## src/rtl/otp_pkg.sv

```systemverilog
// Shared types and default sizes for the one-time-pad scheduler.
package otp_pkg;

    localparam int unsigned W     = 8;
    localparam int unsigned DEPTH = 8;
    localparam int unsigned AW    = $clog2(DEPTH);

    typedef enum logic {
        S_IDLE = 1'b0,
        S_RESP = 1'b1
    } state_e;

    // Which requester received the most recent grant.
    typedef enum logic {
        GNT_ENC = 1'b0,
        GNT_DEC = 1'b1
    } gnt_e;

endpackage : otp_pkg

```

## src/rtl/otp_pad_store.sv

```systemverilog
// Pad slot storage: DEPTH x W pads with per-slot valid bits, a write port,
// a combinational read port, an invalidate port and free-slot bookkeeping.
module otp_pad_store
    import otp_pkg::*;
#(
    parameter int unsigned W     = otp_pkg::W,
    parameter int unsigned DEPTH = otp_pkg::DEPTH,
    parameter int unsigned AW    = $clog2(DEPTH)
) (
    input  logic          clk,
    input  logic          rst_n,
    input  logic          wr_en,
    input  logic [AW-1:0] wr_slot,
    input  logic [W-1:0]  wr_data,
    input  logic          inv_en,
    input  logic [AW-1:0] inv_slot,
    input  logic [AW-1:0] rd_slot,
    output logic [W-1:0]  rd_data_c,
    output logic          rd_valid_c,
    output logic [AW-1:0] free_slot_c,
    output logic          full_c,
    output logic [AW:0]   free_count
);

    localparam int unsigned CW = AW + 1;

    logic [W-1:0]     pad_q [DEPTH];
    logic [DEPTH-1:0] valid_q;
    logic [DEPTH-1:0] valid_d;
    logic [CW-1:0]    free_cnt_d;

    // Pad contents need no reset; a slot is only readable once its valid bit is set.
    always_ff @(posedge clk) begin
        if (wr_en) begin
            pad_q[wr_slot] <= wr_data;
        end
    end

    // Next valid vector: set on write, cleared on invalidate (never both in one cycle).
    always_comb begin
        valid_d = valid_q;
        if (wr_en) begin
            valid_d[wr_slot] = 1'b1;
        end
        if (inv_en) begin
            valid_d[inv_slot] = 1'b0;
        end
    end

    // Popcount of free slots in the next vector so free_count tracks valid_q exactly.
    always_comb begin
        free_cnt_d = '0;
        for (int unsigned i = 0; i < DEPTH; i++) begin
            free_cnt_d = free_cnt_d + CW'(!valid_d[i]);
        end
    end

    // Valid bits and free count register.
    always_ff @(posedge clk) begin
        if (!rst_n) begin
            valid_q    <= '0;
            free_count <= CW'(DEPTH);
        end else begin
            valid_q    <= valid_d;
            free_count <= free_cnt_d;
        end
    end

    // Lowest-index free slot; scanning downward leaves the lowest hit last.
    always_comb begin
        free_slot_c = '0;
        for (int unsigned i = DEPTH; i > 0; i--) begin
            if (!valid_q[i-1]) begin
                free_slot_c = AW'(i - 1);
            end
        end
    end

    assign full_c     = &valid_q;
    assign rd_data_c  = pad_q[rd_slot];
    assign rd_valid_c = valid_q[rd_slot];

endmodule : otp_pad_store

```

## src/rtl/otp_pad_scheduler.sv

```systemverilog
// Arbitrates encrypt/decrypt requests over the pad store and returns one
// registered response per accepted request.
module otp_pad_scheduler
    import otp_pkg::*;
#(
    parameter int unsigned W     = otp_pkg::W,
    parameter int unsigned DEPTH = otp_pkg::DEPTH,
    parameter int unsigned AW    = $clog2(DEPTH)
) (
    input  logic          clk,
    input  logic          rst_n,
    input  logic          enc_valid,
    output logic          enc_ready,
    input  logic [W-1:0]  enc_data,
    input  logic          dec_valid,
    output logic          dec_ready,
    input  logic [W-1:0]  dec_data,
    input  logic [AW-1:0] dec_slot,
    input  logic [W-1:0]  prng_pad,
    output logic          prng_step,
    output logic          rsp_valid,
    input  logic          rsp_ready,
    output logic [W-1:0]  rsp_data,
    output logic [AW-1:0] rsp_slot,
    output logic          rsp_is_dec,
    output logic          rsp_err,
    output logic [AW:0]   free_count
);

    state_e        state_q;
    state_e        state_d;
    gnt_e          last_grant_q;
    logic          grant_enc_c;
    logic          grant_dec_c;
    logic [W-1:0]  rd_data_c;
    logic          rd_valid_c;
    logic [AW-1:0] free_slot_c;
    logic          full_c;

    otp_pad_store #(
        .W     (W),
        .DEPTH (DEPTH),
        .AW    (AW)
    ) u_store (
        .clk         (clk),
        .rst_n       (rst_n),
        .wr_en       (grant_enc_c),
        .wr_slot     (free_slot_c),
        .wr_data     (prng_pad),
        .inv_en      (grant_dec_c & rd_valid_c),
        .inv_slot    (dec_slot),
        .rd_slot     (dec_slot),
        .rd_data_c   (rd_data_c),
        .rd_valid_c  (rd_valid_c),
        .free_slot_c (free_slot_c),
        .full_c      (full_c),
        .free_count  (free_count)
    );

    // Next state, readies and round-robin grant; full_c equals (free_count == 0).
    always_comb begin
        state_d     = state_q;
        enc_ready   = 1'b0;
        dec_ready   = 1'b0;
        grant_enc_c = 1'b0;
        grant_dec_c = 1'b0;
        case (state_q)
            S_IDLE: begin
                dec_ready = 1'b1;
                enc_ready = !full_c;
                if (enc_valid && enc_ready && dec_valid) begin
                    if (last_grant_q == GNT_DEC) begin
                        grant_enc_c = 1'b1;
                    end else begin
                        grant_dec_c = 1'b1;
                    end
                end else if (enc_valid && enc_ready) begin
                    grant_enc_c = 1'b1;
                end else if (dec_valid) begin
                    grant_dec_c = 1'b1;
                end
                if (grant_enc_c || grant_dec_c) begin
                    state_d = S_RESP;
                end
            end
            S_RESP: begin
                if (rsp_ready) begin
                    state_d = S_IDLE;
                end
            end
            default: state_d = S_IDLE;
        endcase
        prng_step = grant_enc_c;
    end

    // State and arbitration history.
    always_ff @(posedge clk) begin
        if (!rst_n) begin
            state_q      <= S_IDLE;
            last_grant_q <= GNT_DEC;
        end else begin
            state_q <= state_d;
            if (grant_enc_c) begin
                last_grant_q <= GNT_ENC;
            end else if (grant_dec_c) begin
                last_grant_q <= GNT_DEC;
            end
        end
    end

    // Response register: loaded at accept, held until the consumer takes it.
    always_ff @(posedge clk) begin
        if (!rst_n) begin
            rsp_valid  <= 1'b0;
            rsp_data   <= '0;
            rsp_slot   <= '0;
            rsp_is_dec <= 1'b0;
            rsp_err    <= 1'b0;
        end else if (grant_enc_c) begin
            rsp_valid  <= 1'b1;
            rsp_data   <= enc_data ^ prng_pad;
            rsp_slot   <= free_slot_c;
            rsp_is_dec <= 1'b0;
            rsp_err    <= 1'b0;
        end else if (grant_dec_c) begin
            rsp_valid  <= 1'b1;
            rsp_data   <= rd_valid_c ? (dec_data ^ rd_data_c) : '0;
            rsp_slot   <= dec_slot;
            rsp_is_dec <= 1'b1;
            rsp_err    <= !rd_valid_c;
        end else if (state_q == S_RESP && rsp_ready) begin
            rsp_valid <= 1'b0;
        end
    end

endmodule : otp_pad_scheduler
```

## config.mk

```make
export PLATFORM = sky130hd
export DESIGN_NAME = otp_pad_scheduler
export DESIGN_NICKNAME = d
export VERILOG_FILES = /design/src/rtl/otp_pkg.sv /design/src/rtl/otp_pad_store.sv /design/src/rtl/otp_pad_scheduler.sv
export SDC_FILE = /design/constraint.sdc
export NUM_CORES = 1
export LEC_CHECK = 0
export CAP_MARGIN = 15
export CORE_MARGIN = 5
export CORE_UTILIZATION = 55
export DETAILED_ROUTE_END_ITERATION = 8
export MAX_ROUTING_LAYER = met4
export PLACE_DENSITY = 0.86
export SYNTH_ARGS = -nofsm -noshare
export SYNTH_HDL_FRONTEND = slang
export SYNTH_SLANG_ARGS = --single-unit
```

## constraint.sdc

```tcl
create_clock -name clk -period 9.11 [get_ports clk]
set_clock_uncertainty 0.1 [all_clocks]
set_input_delay 0.911 -clock clk [delete_from_list [all_inputs] [get_ports clk]]
set_output_delay 0.911 -clock clk [all_outputs]
set_load 0.02 [all_outputs]
```

==> qor.yml <==
status:
  outcome: "finished, final reports clean"
critical_path:
  r2r-end: "u_store.free_count[2]"
  crit_top_cell: "fa_1"
  reg2reg_depth: 14
  r2r-start: "u_store.valid_q[4]"
  cp-end-kind: "flop"
  slowest_stage: "fa_1"
  cp.arrival_ps: 5780
  crit_path_end: "u_store.free_count[2]"
  worstSetupStartpoint: "dec_slot[1]"
  cp_cell_sequence: "clkdlybuf4s50_1 > buf_4 > or2_4 > o221ai_1 > a222oi_1 > buf_4 > nor3b_4 > o2bb2ai_1 > ha_1 > fa_1 > inv_1 > fa_1 > inv_1 > fa_1 > fa_1 > xnor2_1 > nor2_1"
  path_max_fanout: 34
  crit_path_start_kind: "input pin"
  worst_ep_required_time_ps: 9250
  path_class: "input pin to flop"
  slowest_delay_ps: 500
  r2r_setup_slack_ps: 4470
global_routing:
  grt.busiest_layer: "met2"
  use_met2: 0.325
  grt_first_pass_wirelength_mm: 15.9
  grt_overflow: 0
  met1_usage: 0.297
  antenna_found_initial: 0
  met3_usage: 0.0510
  grt_usage: 0.215
  grt_start_max_net_pins: 35
  grt_pass1_vias: 2934
synth:
  synth_area_um2: 4310
  synth-adder-area-share: 0.0273
  avgSynthCellArea_um2: 12.1
  synth_top_area_frac: 0.446
  synth_top_family_by_area: "compound AO/OA/AOI/OAI gates"
  synth_edf_count: 64
  synthMuxAreaShare: 0.0651
  synthArstFlopShare: 0
  ys_ff_latch: 92
  ys_seq_area_frac: 0.577
  yosys_warnings: 0
  synth_xor_area_frac: 0.0346
  synthTopCellsByCount: "edfxtp_1 (64), dfxtp_1 (28), o21ai_0 (25)"
  synthDistinctLibCells: 57
  ys.flop_type: "edfxtp_1"
  yosysMostFrequentCell: "edfxtp_1"
  synthSimpleGateAreaFrac: 0.101
  syn_inst: 356
  synth_top_cells_by_area: "edfxtp_1 (45%), dfxtp_1 (13%), xnor2_1 (3.1%), mux2i_1 (3.0%), o21ai_0 (2.9%)"
  yosys.area.top_type: "edfxtp_1"
  syn_nets: 395
  synth-compound-area-share: 0.150
cts:
  cts_buffer_depth: 2
  clk_latency_ps: 340
  cts_buffers: 9
  cts_root_buf: "clkbuf_8"
  h-tree-depth: 3
  postCtsSetupRepairBufs: 0
  cts_resized: 0
  hold_buffers: 0
  cts_sinks: 92
  clkSlewWorstSetupHoldPaths_ps: 90
  cts_tree: "built"
cells_and_area:
  diodes: 0
  final_cells: 509
  postLayoutCellArea_um2: 5120
  nets: 441
  areaGrowthSynthToFinish_pct: 19.0
  fillers: 601
  seq_area_um2: 2480
  multiInputGateArea_um2: 1650
  layout-drive-gt1-share: 0.0934
floorplan:
  num_rows: 32
  start_util: 0.560
  die_h_um: 98.5
  io_pins: 53
  die-area_um2: 9700
  core_um2: 7690
  die_x_um: 98.5
power_and_ir_drop:
  p_per_area_nw_per_um2: 183
  ir_drop_uv: 107
  leakage_nw: 1.76
  power_w: 0.000935
sta:
  timing.slew.headroom: 0.310
  finalCritPeriodShare: 0.619
  report.final.slew_viol_count: 0
  finalCriticalPeriod_ps: 5640
  fin_ws_ps: 3470
  hold_violations: 0
  max_freq_mhz: 177
  worst_pin_slew_ps: 1030
  setup_tns_ps: 0
  setup_viol: 0
  rsz0062_at_grt: "no"
routing:
  first_pass_iters: 5
  vias: 3029
  wl_per_cell_um: 19.8
  ant_nets: 0
  drc_errors: 0
  drt_iter0_drc: 292
  wl_mm: 10.1
  viasPerCell: 5.95
run:
  maxCapViolCount: 0
min_path:
  whs_path_depth: 2
  min_path_type: "flop to flop"
placement:
  detailedPlace.worstSlack_ps: 3170
  numPlacedInstances: 493
  io_buffers: 52
  place_hpwl_mm: 6.92
  placed_cell_area_um2: 4880
  place_congestion: 0.905
-- routing by layer --
metal	wire length, um	vias up	share of wire
met3	800	10	0.079
met5	0	-	0
met2	4820	142	0.48
li1	-	1427	-
met4	70	0	0.0070
met1	4370	1450	0.43
-- placed cells by master (no fill, tap or decap), types with 4 or more instances in the layout --
master / synthesis / final
dfxtp_1: 28 / 28
a221oi_1: 4 / 4
o221ai_1: 4 / 4
nand2_1: 19 / 19
clkbuf_8: 0 / 9
xnor2_1: 15 / 15
nor2_1: 23 / 23
nand2b_1: 5 / 5
fa_1: 4 / 4
a31oi_1: 4 / 4
mux2_2: 5 / 5
a211oi_1: 8 / 7
inv_1: 14 / 14
nor2b_1: 5 / 5
a21oi_1: 16 / 16
o21ai_0: 25 / 25
edfxtp_1: 64 / 64
buf_4: 2 / 7
mux2i_1: 13 / 13
o21ai_1: 7 / 7
clkdlybuf4s50_1: 0 / 52
nand3_1: 9 / 9
a311oi_1: 5 / 5
-- per-stage QoR --
stage	hold WS, ps	utilization
4_1_cts	352	0.667
3_5_place_dp	339	0.635
3_3_place_gp	339	0.635
2_1_floorplan	374	-
6_report	352	0.667
5_1_grt	362	0.667
-- where the power goes --
part | leakage (nW) | internal [W] | switching (W)
logic | 0.836 | 0.0000632 | 0.0000780
clock network | 0.119 | 0.000183 | 0.000141
registers | 0.810 | 0.000462 | 0.00000778
-- worst max-delay path, delay by kind of cell --
family / cells / cell delay, ps
AO/OA/AOI/OAI: 3 / 720
XOR/XNOR: 1 / 160
adder cells (fa/ha/maj): 5 / 2100
buffers and inverters: 5 / 1190
AND/OR/NAND/NOR: 3 / 660
-- how the worst min path moves through the flow --
stage | startpoint | to | slack (ps)
finish | rsp_is_dec | rsp_is_dec | 350
global route | rsp_is_dec | rsp_is_dec | 360
CTS | rsp_is_dec | rsp_is_dec | 350
detailed placement | rsp_is_dec | rsp_is_dec | 340
global placement | rsp_is_dec | rsp_is_dec | 340
floorplan | last_grant_q | last_grant_q | 370
-- final cells by class --
cell class              count  share of cell area
clock buffers              10              0.0249
clock inverters             6              0.0217
inverters                  15              0.0110
multi-input cells         225               0.321
flip-flops and latches     92               0.484
well taps                 102              0.0249
repair buffers             59               0.112
-- cells by family after synthesis --
family | after synthesis
simple gates | 83
flops | 92
compound gates | 96
fa+ha+maj | 7
xor+xnor | 17
buf+inv | 39
mux | 22
-- state kept, by name, summed over array words and instances, names as in the netlist --
signal,cells
last_grant_q,1
rsp_data,8
rsp_err,1
rsp_is_dec,1
rsp_slot,3
rsp_valid,1
state_q,1
u_store.free_count,4
u_store.pad_q,64
u_store.valid_q,8
Note: power is estimated with default switching activity, not from simulation.
